$ cat src/rtl/pipeline_hazard_ctrl.sv
// Stall/flush/redirect controller for the 5-stage pipeline. It also keeps
// saturating event counters and a sticky data-memory timeout flag.
module pipeline_hazard_ctrl #(
    parameter int CNT_W  = 32,
    parameter int TO_CYC = 64
) (
    input  logic             clk,
    input  logic             rst,
    input  logic             jump_mem,
    input  logic             branch_mem,
    input  logic             branchn_mem,
    input  logic             zero_mem,
    input  logic             memreq_mem,
    input  logic             mem_ready,
    input  logic             memread_ex,
    input  logic [4:0]       rd_ex,
    input  logic [4:0]       rs1_id,
    input  logic [4:0]       rs2_id,
    input  logic             rs1_used_id,
    input  logic             rs2_used_id,
    input  logic             cnt_clr,
    output logic             pcsrc,
    output logic             pc_write,
    output logic             ifid_write,
    output logic             idex_write,
    output logic             exmem_write,
    output logic             memwb_write,
    output logic             ifid_flush,
    output logic             idex_flush,
    output logic             exmem_flush,
    output logic [CNT_W-1:0] stall_cnt,
    output logic [CNT_W-1:0] flush_cnt,
    output logic [CNT_W-1:0] wait_cnt,
    output logic             mem_err
);

    typedef enum logic {
        S_RUN,
        S_WAIT
    } state_t;

    localparam int            TW     = (TO_CYC > 2) ? $clog2(TO_CYC) : 1;
    localparam logic [TW-1:0] TO_LIM = TW'(TO_CYC - 1);

    state_t            state_q, state_d;
    logic [TW-1:0]     timer_q, timer_d;
    logic [CNT_W-1:0]  stallCnt_q, stallCnt_d;
    logic [CNT_W-1:0]  flushCnt_q, flushCnt_d;
    logic [CNT_W-1:0]  waitCnt_q, waitCnt_d;
    logic              memErr_q, memErr_d;

    logic redirect, mwait, lu;
    logic stallHit, flushHit;

    assign redirect = jump_mem | (branch_mem & zero_mem) | (branchn_mem & ~zero_mem);
    assign mwait    = memreq_mem & ~mem_ready;
    assign lu       = memread_ex & (rd_ex != 5'd0) &
                      ((rs1_used_id & (rs1_id == rd_ex)) | (rs2_used_id & (rs2_id == rd_ex)));

    // A memory wait masks both other events; a redirect kills the stalled ID instruction.
    assign stallHit = lu & ~redirect & ~mwait;
    assign flushHit = redirect & ~mwait;

    always_comb begin
        pcsrc       = 1'b0;
        pc_write    = 1'b1;
        ifid_write  = 1'b1;
        idex_write  = 1'b1;
        exmem_write = 1'b1;
        memwb_write = 1'b1;
        ifid_flush  = 1'b0;
        idex_flush  = 1'b0;
        exmem_flush = 1'b0;
        if (rst) begin
            pc_write    = 1'b0;
            ifid_write  = 1'b0;
            idex_write  = 1'b0;
            exmem_write = 1'b0;
            memwb_write = 1'b0;
            ifid_flush  = 1'b1;
            idex_flush  = 1'b1;
            exmem_flush = 1'b1;
        end else if (mwait) begin
            pc_write    = 1'b0;
            ifid_write  = 1'b0;
            idex_write  = 1'b0;
            exmem_write = 1'b0;
            memwb_write = 1'b0;
        end else if (redirect) begin
            pcsrc       = 1'b1;
            ifid_flush  = 1'b1;
            idex_flush  = 1'b1;
            exmem_flush = 1'b1;
        end else if (lu) begin
            pc_write    = 1'b0;
            ifid_write  = 1'b0;
            idex_flush  = 1'b1;
        end
    end

    always_comb begin
        state_d    = state_q;
        timer_d    = timer_q;
        stallCnt_d = stallCnt_q;
        flushCnt_d = flushCnt_q;
        waitCnt_d  = waitCnt_q;
        memErr_d   = memErr_q;

        case (state_q)
            S_RUN:   if (mwait)  state_d = S_WAIT;
            S_WAIT:  if (!mwait) state_d = S_RUN;
            default: state_d = S_RUN;
        endcase

        // Timer holds at its limit so a long wait cannot wrap it back to zero.
        if (!mwait) begin
            timer_d = '0;
        end else if (state_q == S_RUN) begin
            timer_d = TW'(1);
        end else if (timer_q != TO_LIM) begin
            timer_d = timer_q + TW'(1);
        end

        if (cnt_clr) begin
            stallCnt_d = '0;
            flushCnt_d = '0;
            waitCnt_d  = '0;
            memErr_d   = 1'b0;
        end else begin
            if (stallHit && (stallCnt_q != '1)) stallCnt_d = stallCnt_q + CNT_W'(1);
            if (flushHit && (flushCnt_q != '1)) flushCnt_d = flushCnt_q + CNT_W'(1);
            if (mwait && (waitCnt_q != '1))     waitCnt_d  = waitCnt_q + CNT_W'(1);
            if (mwait && (timer_q == TO_LIM))   memErr_d   = 1'b1;
        end
    end

    always_ff @(posedge clk) begin
        if (rst) begin
            state_q    <= S_RUN;
            timer_q    <= '0;
            stallCnt_q <= '0;
            flushCnt_q <= '0;
            waitCnt_q  <= '0;
            memErr_q   <= 1'b0;
        end else begin
            state_q    <= state_d;
            timer_q    <= timer_d;
            stallCnt_q <= stallCnt_d;
            flushCnt_q <= flushCnt_d;
            waitCnt_q  <= waitCnt_d;
            memErr_q   <= memErr_d;
        end
    end

    assign stall_cnt = stallCnt_q;
    assign flush_cnt = flushCnt_q;
    assign wait_cnt  = waitCnt_q;
    assign mem_err   = memErr_q;

endmodule

$ cat config.mk
export PLATFORM = sky130hd
export DESIGN_NAME = pipeline_hazard_ctrl
export DESIGN_NICKNAME = d
export VERILOG_FILES = /design/src/rtl/pipeline_hazard_ctrl.sv
export SDC_FILE = /design/constraint.sdc
export NUM_CORES = 1
export LEC_CHECK = 0
export BUFFER_PORTS_ARGS = -buffer_cell sky130_fd_sc_hd__buf_2
export CAP_MARGIN = 20
export CORE_ASPECT_RATIO = 1.1
export CORE_MARGIN = 2
export CORE_UTILIZATION = 57
export DETAILED_ROUTE_END_ITERATION = 8
export PLACE_DENSITY_LB_ADDON = 0.25
export SLEW_MARGIN = 10
export SYNTH_ARGS = -nofsm -noshare
export SYNTH_HDL_FRONTEND = slang
export SYNTH_SLANG_ARGS = --single-unit
$ cat constraint.sdc
create_clock -name clk -period 3.7 [get_ports clk]
set_input_delay 0 -clock clk [delete_from_list [all_inputs] [get_ports clk]]
set_output_delay 0 -clock clk [all_outputs]
set_load 0.05 [all_outputs]
==> results list <==
- Net load switching power: about 0.00046 W
* Type of element launching the critical path: flip-flop
- Synth cell types: 48
* Highest Clock Rate: 439 MHz
- Initial antenna violation count: 0
- 0 antenna diodes ended up in the layout.
- WL/cell: 14.6 um
* Endpoint arrival time on the critical path: 2.52 ns
- Commonest non-fill, non-tap cell in the layout: buf_2
* Wire length reported by the detailed router: 12600 um
* R2R depth: 6
* Result of the run: complete, no violations
- Part of the cycle the worst path needs: 0.615
- Fraction of power spent switching nets: 0.238
- Combined area of all synthesized cells: slightly above 5000 um^2
- Die Ht: 104 um
* Top Layer Used: met4
- Synth area leaders: dfxtp_1 (41%), xnor2_1 (6.7%), nor2_1 (5.8%), xor2_1 (4.4%), a21oi_1 (3.7%)
- Maximum root-to-sink buffer count: 2
- Post-synthesis to final-layout area growth: 17.2%
- Global-route wire length before repair: ~20000 um
- Critical path data required time: roughly 4.0 ns
- TritonCTS built the clock tree.
* Setup slack on the worst flop-to-flop path: 1.42 ns
- Number of rows created at floorplan: 36
* Detailed-placement wirelength estimate: 9010 um
* Ports placed on the boundary: ~130
- At the end of the flow the core is filled with cells to 0.681.
* Area leader, netlist: dfxtp_1
- Launch point of the worst reg-to-reg path: flush_cnt[19]
- GRT overflow: 0
- Port Buffer Count: 132
- Clk_skew: 0.00907 ns
- Share of power burned in the clock network: 0.356
* Slew Limit Fails: 0
- In the detailed route, the total length drawn on met2 is 6170 um.
- The critical path ends at flush_cnt[6].
- Number of H-tree branching levels: 3
* Fill cells: 763
* Static power due to leakage: between 2 and 2.5 nW
* Power Internal: approximately 0.0015 W
* Headroom to the max-slew limit: 0.335
- Number of warnings printed during yosys synthesis: 0
* Post-Syn Instances: 621
* Post-CTS setup buffer count: 0
- Met3 Routed Length: roughly 790 um
- Setup violations remaining at the end of the flow were counted as 0.
- DRC violation count after routing: 0
* Maximum fanout along the worst path: 15
- The floorplan step defined a core boundary enclosing 8830 um^2.
- The tree is rooted in a clkbuf_8.
* Sequential fraction of the synthesis area: 0.406
- VDD sags by at most 0.000208 V.
- Count of state elements after synthesis: 104
- Synth async-reset ratio: 0
- The worst hold path belongs to the class in2reg.
* Weighted congestion at the end of routability-driven global placement: 0.815
- Starting DRC count in detailed routing: 166
- Fin Setup TNS: 0 ns
- In this run the critical register-to-register path is captured at flush_cnt[6].
- In this run the worst setup path begins at flush_cnt[19].
- Vias in the first global route: 4580
* # resized after CTS: 0
* Clock buffer count from CTS: 9
- Floorplan die area: 9780 um^2
- The slowest stage of the critical path belongs to the cell or4_1.
- After clock tree synthesis, the clock-pin slew on the worst setup and hold paths is 0.09 ns.
* Stage delay of the slowest cell on the critical path: 0.63 ns
- Cell breakdown of the critical path: nand4_1, or4_1, o31a_1, nand4_1, xor2_1, nor2_1
- For this run, the leading register cell type out of synthesis is dfxtp_1.
- For this configuration, the core starts out at a cell density of 0.581.
* Horizontal extent of the die: 94.5 um
- Total routing resource utilization after global routing: 0.252
- Hold buffer count at cts: 2
- At the later pin of the worst-skew pair, clock insertion delay measures between 0.3 and 0.4 ns.
* Power density over cell area: about 320 nW/um^2
- The first detailed-routing pass took 5 iterations.
- Max Cap Viol: 0
- Crit Path Class: reg2reg
- Number of nets with antenna violations after routing: 0
- Setup repair after global routing left no endpoint under its margin.
- Average cell area after synthesis: 8.26 um^2
- Post-synth top area share: 0.406
- Number of enable-type register cells in the synthesized netlist: 0
- Sequential share of power: 0.583
* Synthesized net count: 652
- The tree built by TritonCTS fans out to 104 sinks.
* Average vias per placed instance: 5.87
- The routed layout has 5046 vias.
* Highest-count cells in the layout ignoring fill and taps: buf_2 (132), dfxtp_1 (104), nor2_1 (79)
- The worst path in the final design needs a cycle of 2.28 ns, including I/O delays and setup.
* Hold Violations, Final: 0
- For this block, wires on met1 add up to 5480 um.
- Entering global routing, the biggest net connects between 50 and 60 pins.
- The worst setup path is captured at a flip-flop.
* Logic gate share of total power: 0.061
* Net count reported at finish: 772
- For the pin with the worst max-slew slack, the measured transition is between 0.9 and 1 ns.
* Tot Pwr: 0.00193 W
- Critical path's most frequent cell: nand4_1
* Share of layout cells above drive strength 1: 0.205
flip-flops by register name (all words and copies together) (netlist names):
name       count
flush_cnt     32
mem_err        1
stall_cnt     32
state_q        1
timer_q        6
wait_cnt      32
final cells by class:
cell class	count	area [um^2]	area share
Clock buffer	12	135	0.0225
Multi-Input combinational cell	479	2880	0.478
Tap cell	114	143	0.0237
Sequential cell	104	2080	0.346
Inverter	11	41.3	0.00686
Timing Repair Buffer	136	696	0.116
Clock inverter	3	43.8	0.00728
kinds of logic after synthesis:
family | after synthesis | synth area share
flip-flops | 104 | 0.406
buffers and inverters | 38 | 0.0341
XOR/XNOR | 65 | 0.111
AO/OA/AOI/OAI | 98 | 0.117
adder cells (fa/ha/maj) | 4 | 0.00975
AND/OR/NAND/NOR | 307 | 0.312
multiplexers | 5 | 0.0107
power by group through the flow:
stage	Sequential, W	Clock [W]	Combinational (W)
after global routing	0.00112	0.000733	0.000126
after detailed placement	0.00115	0	0.000116
after CTS	0.00112	0.000697	0.000118
after floorplan	0.00115	0	0.0000797
final	0.00112	0.000686	0.000118
after global placement	0.00115	0	0.000113
cell usage after synthesis, types with 2 or more instances:
| library cell | count |
|---|---|
| or3_1 | 22 |
| or2_2 | 4 |
| nor3_1 | 17 |
| nand4_1 | 29 |
| and2_1 | 2 |
| and3_1 | 16 |
| xor2_1 | 26 |
| dfxtp_1 | 104 |
| nor4b_1 | 2 |
| a21boi_0 | 2 |
| o31ai_1 | 18 |
| and4_1 | 10 |
| o21ai_0 | 21 |
| buf_4 | 5 |
| ha_1 | 4 |
| a31oi_1 | 5 |
| nand3_1 | 37 |
| nor4_1 | 9 |
| or4_1 | 22 |
| a21oi_1 | 38 |
| buf_2 | 5 |
| nand2_1 | 50 |
| nor2b_1 | 2 |
| nor3b_1 | 2 |
| xnor2_1 | 39 |
| clkbuf_1 | 16 |
| inv_1 | 11 |
| mux2i_1 | 4 |
| nor2_1 | 79 |
| o211ai_1 | 2 |
through the flow:
step / cell area [um^2] / cells / setup slack [ns] / hold slack (ns)
4_1_cts: 6020 / 859 / 1.45 / 0.0150
3_5_place_dp: 5820 / 842 / 1.45 / 0.332
3_3_place_gp: 5820 / 842 / 1.56 / 0.326
5_1_grt: 6020 / 859 / 1.18 / 0.0634
2_1_floorplan: 5130 / 621 / 1.03 / 0.179
6_report: 6020 / 859 / 1.42 / 0.0185
layer usage:
metal | GRT usage | up-vias
li1 | - | 2490
met1 | 0.322 | 2391
met3 | 0.0415 | 11
met5 | 0 | -
met4 | 0.0921 | 0
met2 | 0.424 | 154
worst max-delay path, delay by kind of cell, from the launching register on:
kind | cells | cell delay [ns]
xor+xnor | 1 | 0.19
compound gates | 1 | 0.50
simple gates | 4 | 1.04
flops | 1 | 0.42
how the worst min path moves through the flow:
stage / from / endpoint / cells after the start
floorplan: cnt_clr / stall_cnt[19] / 2
global placement: rst / state_q / 2
detailed placement: rst / state_q / 2
CTS: memreq_mem / state_q / 3
global route: memreq_mem / state_q / 3
finish: memreq_mem / state_q / 3
No activity file was read; power rests on OpenSTA's default activity.
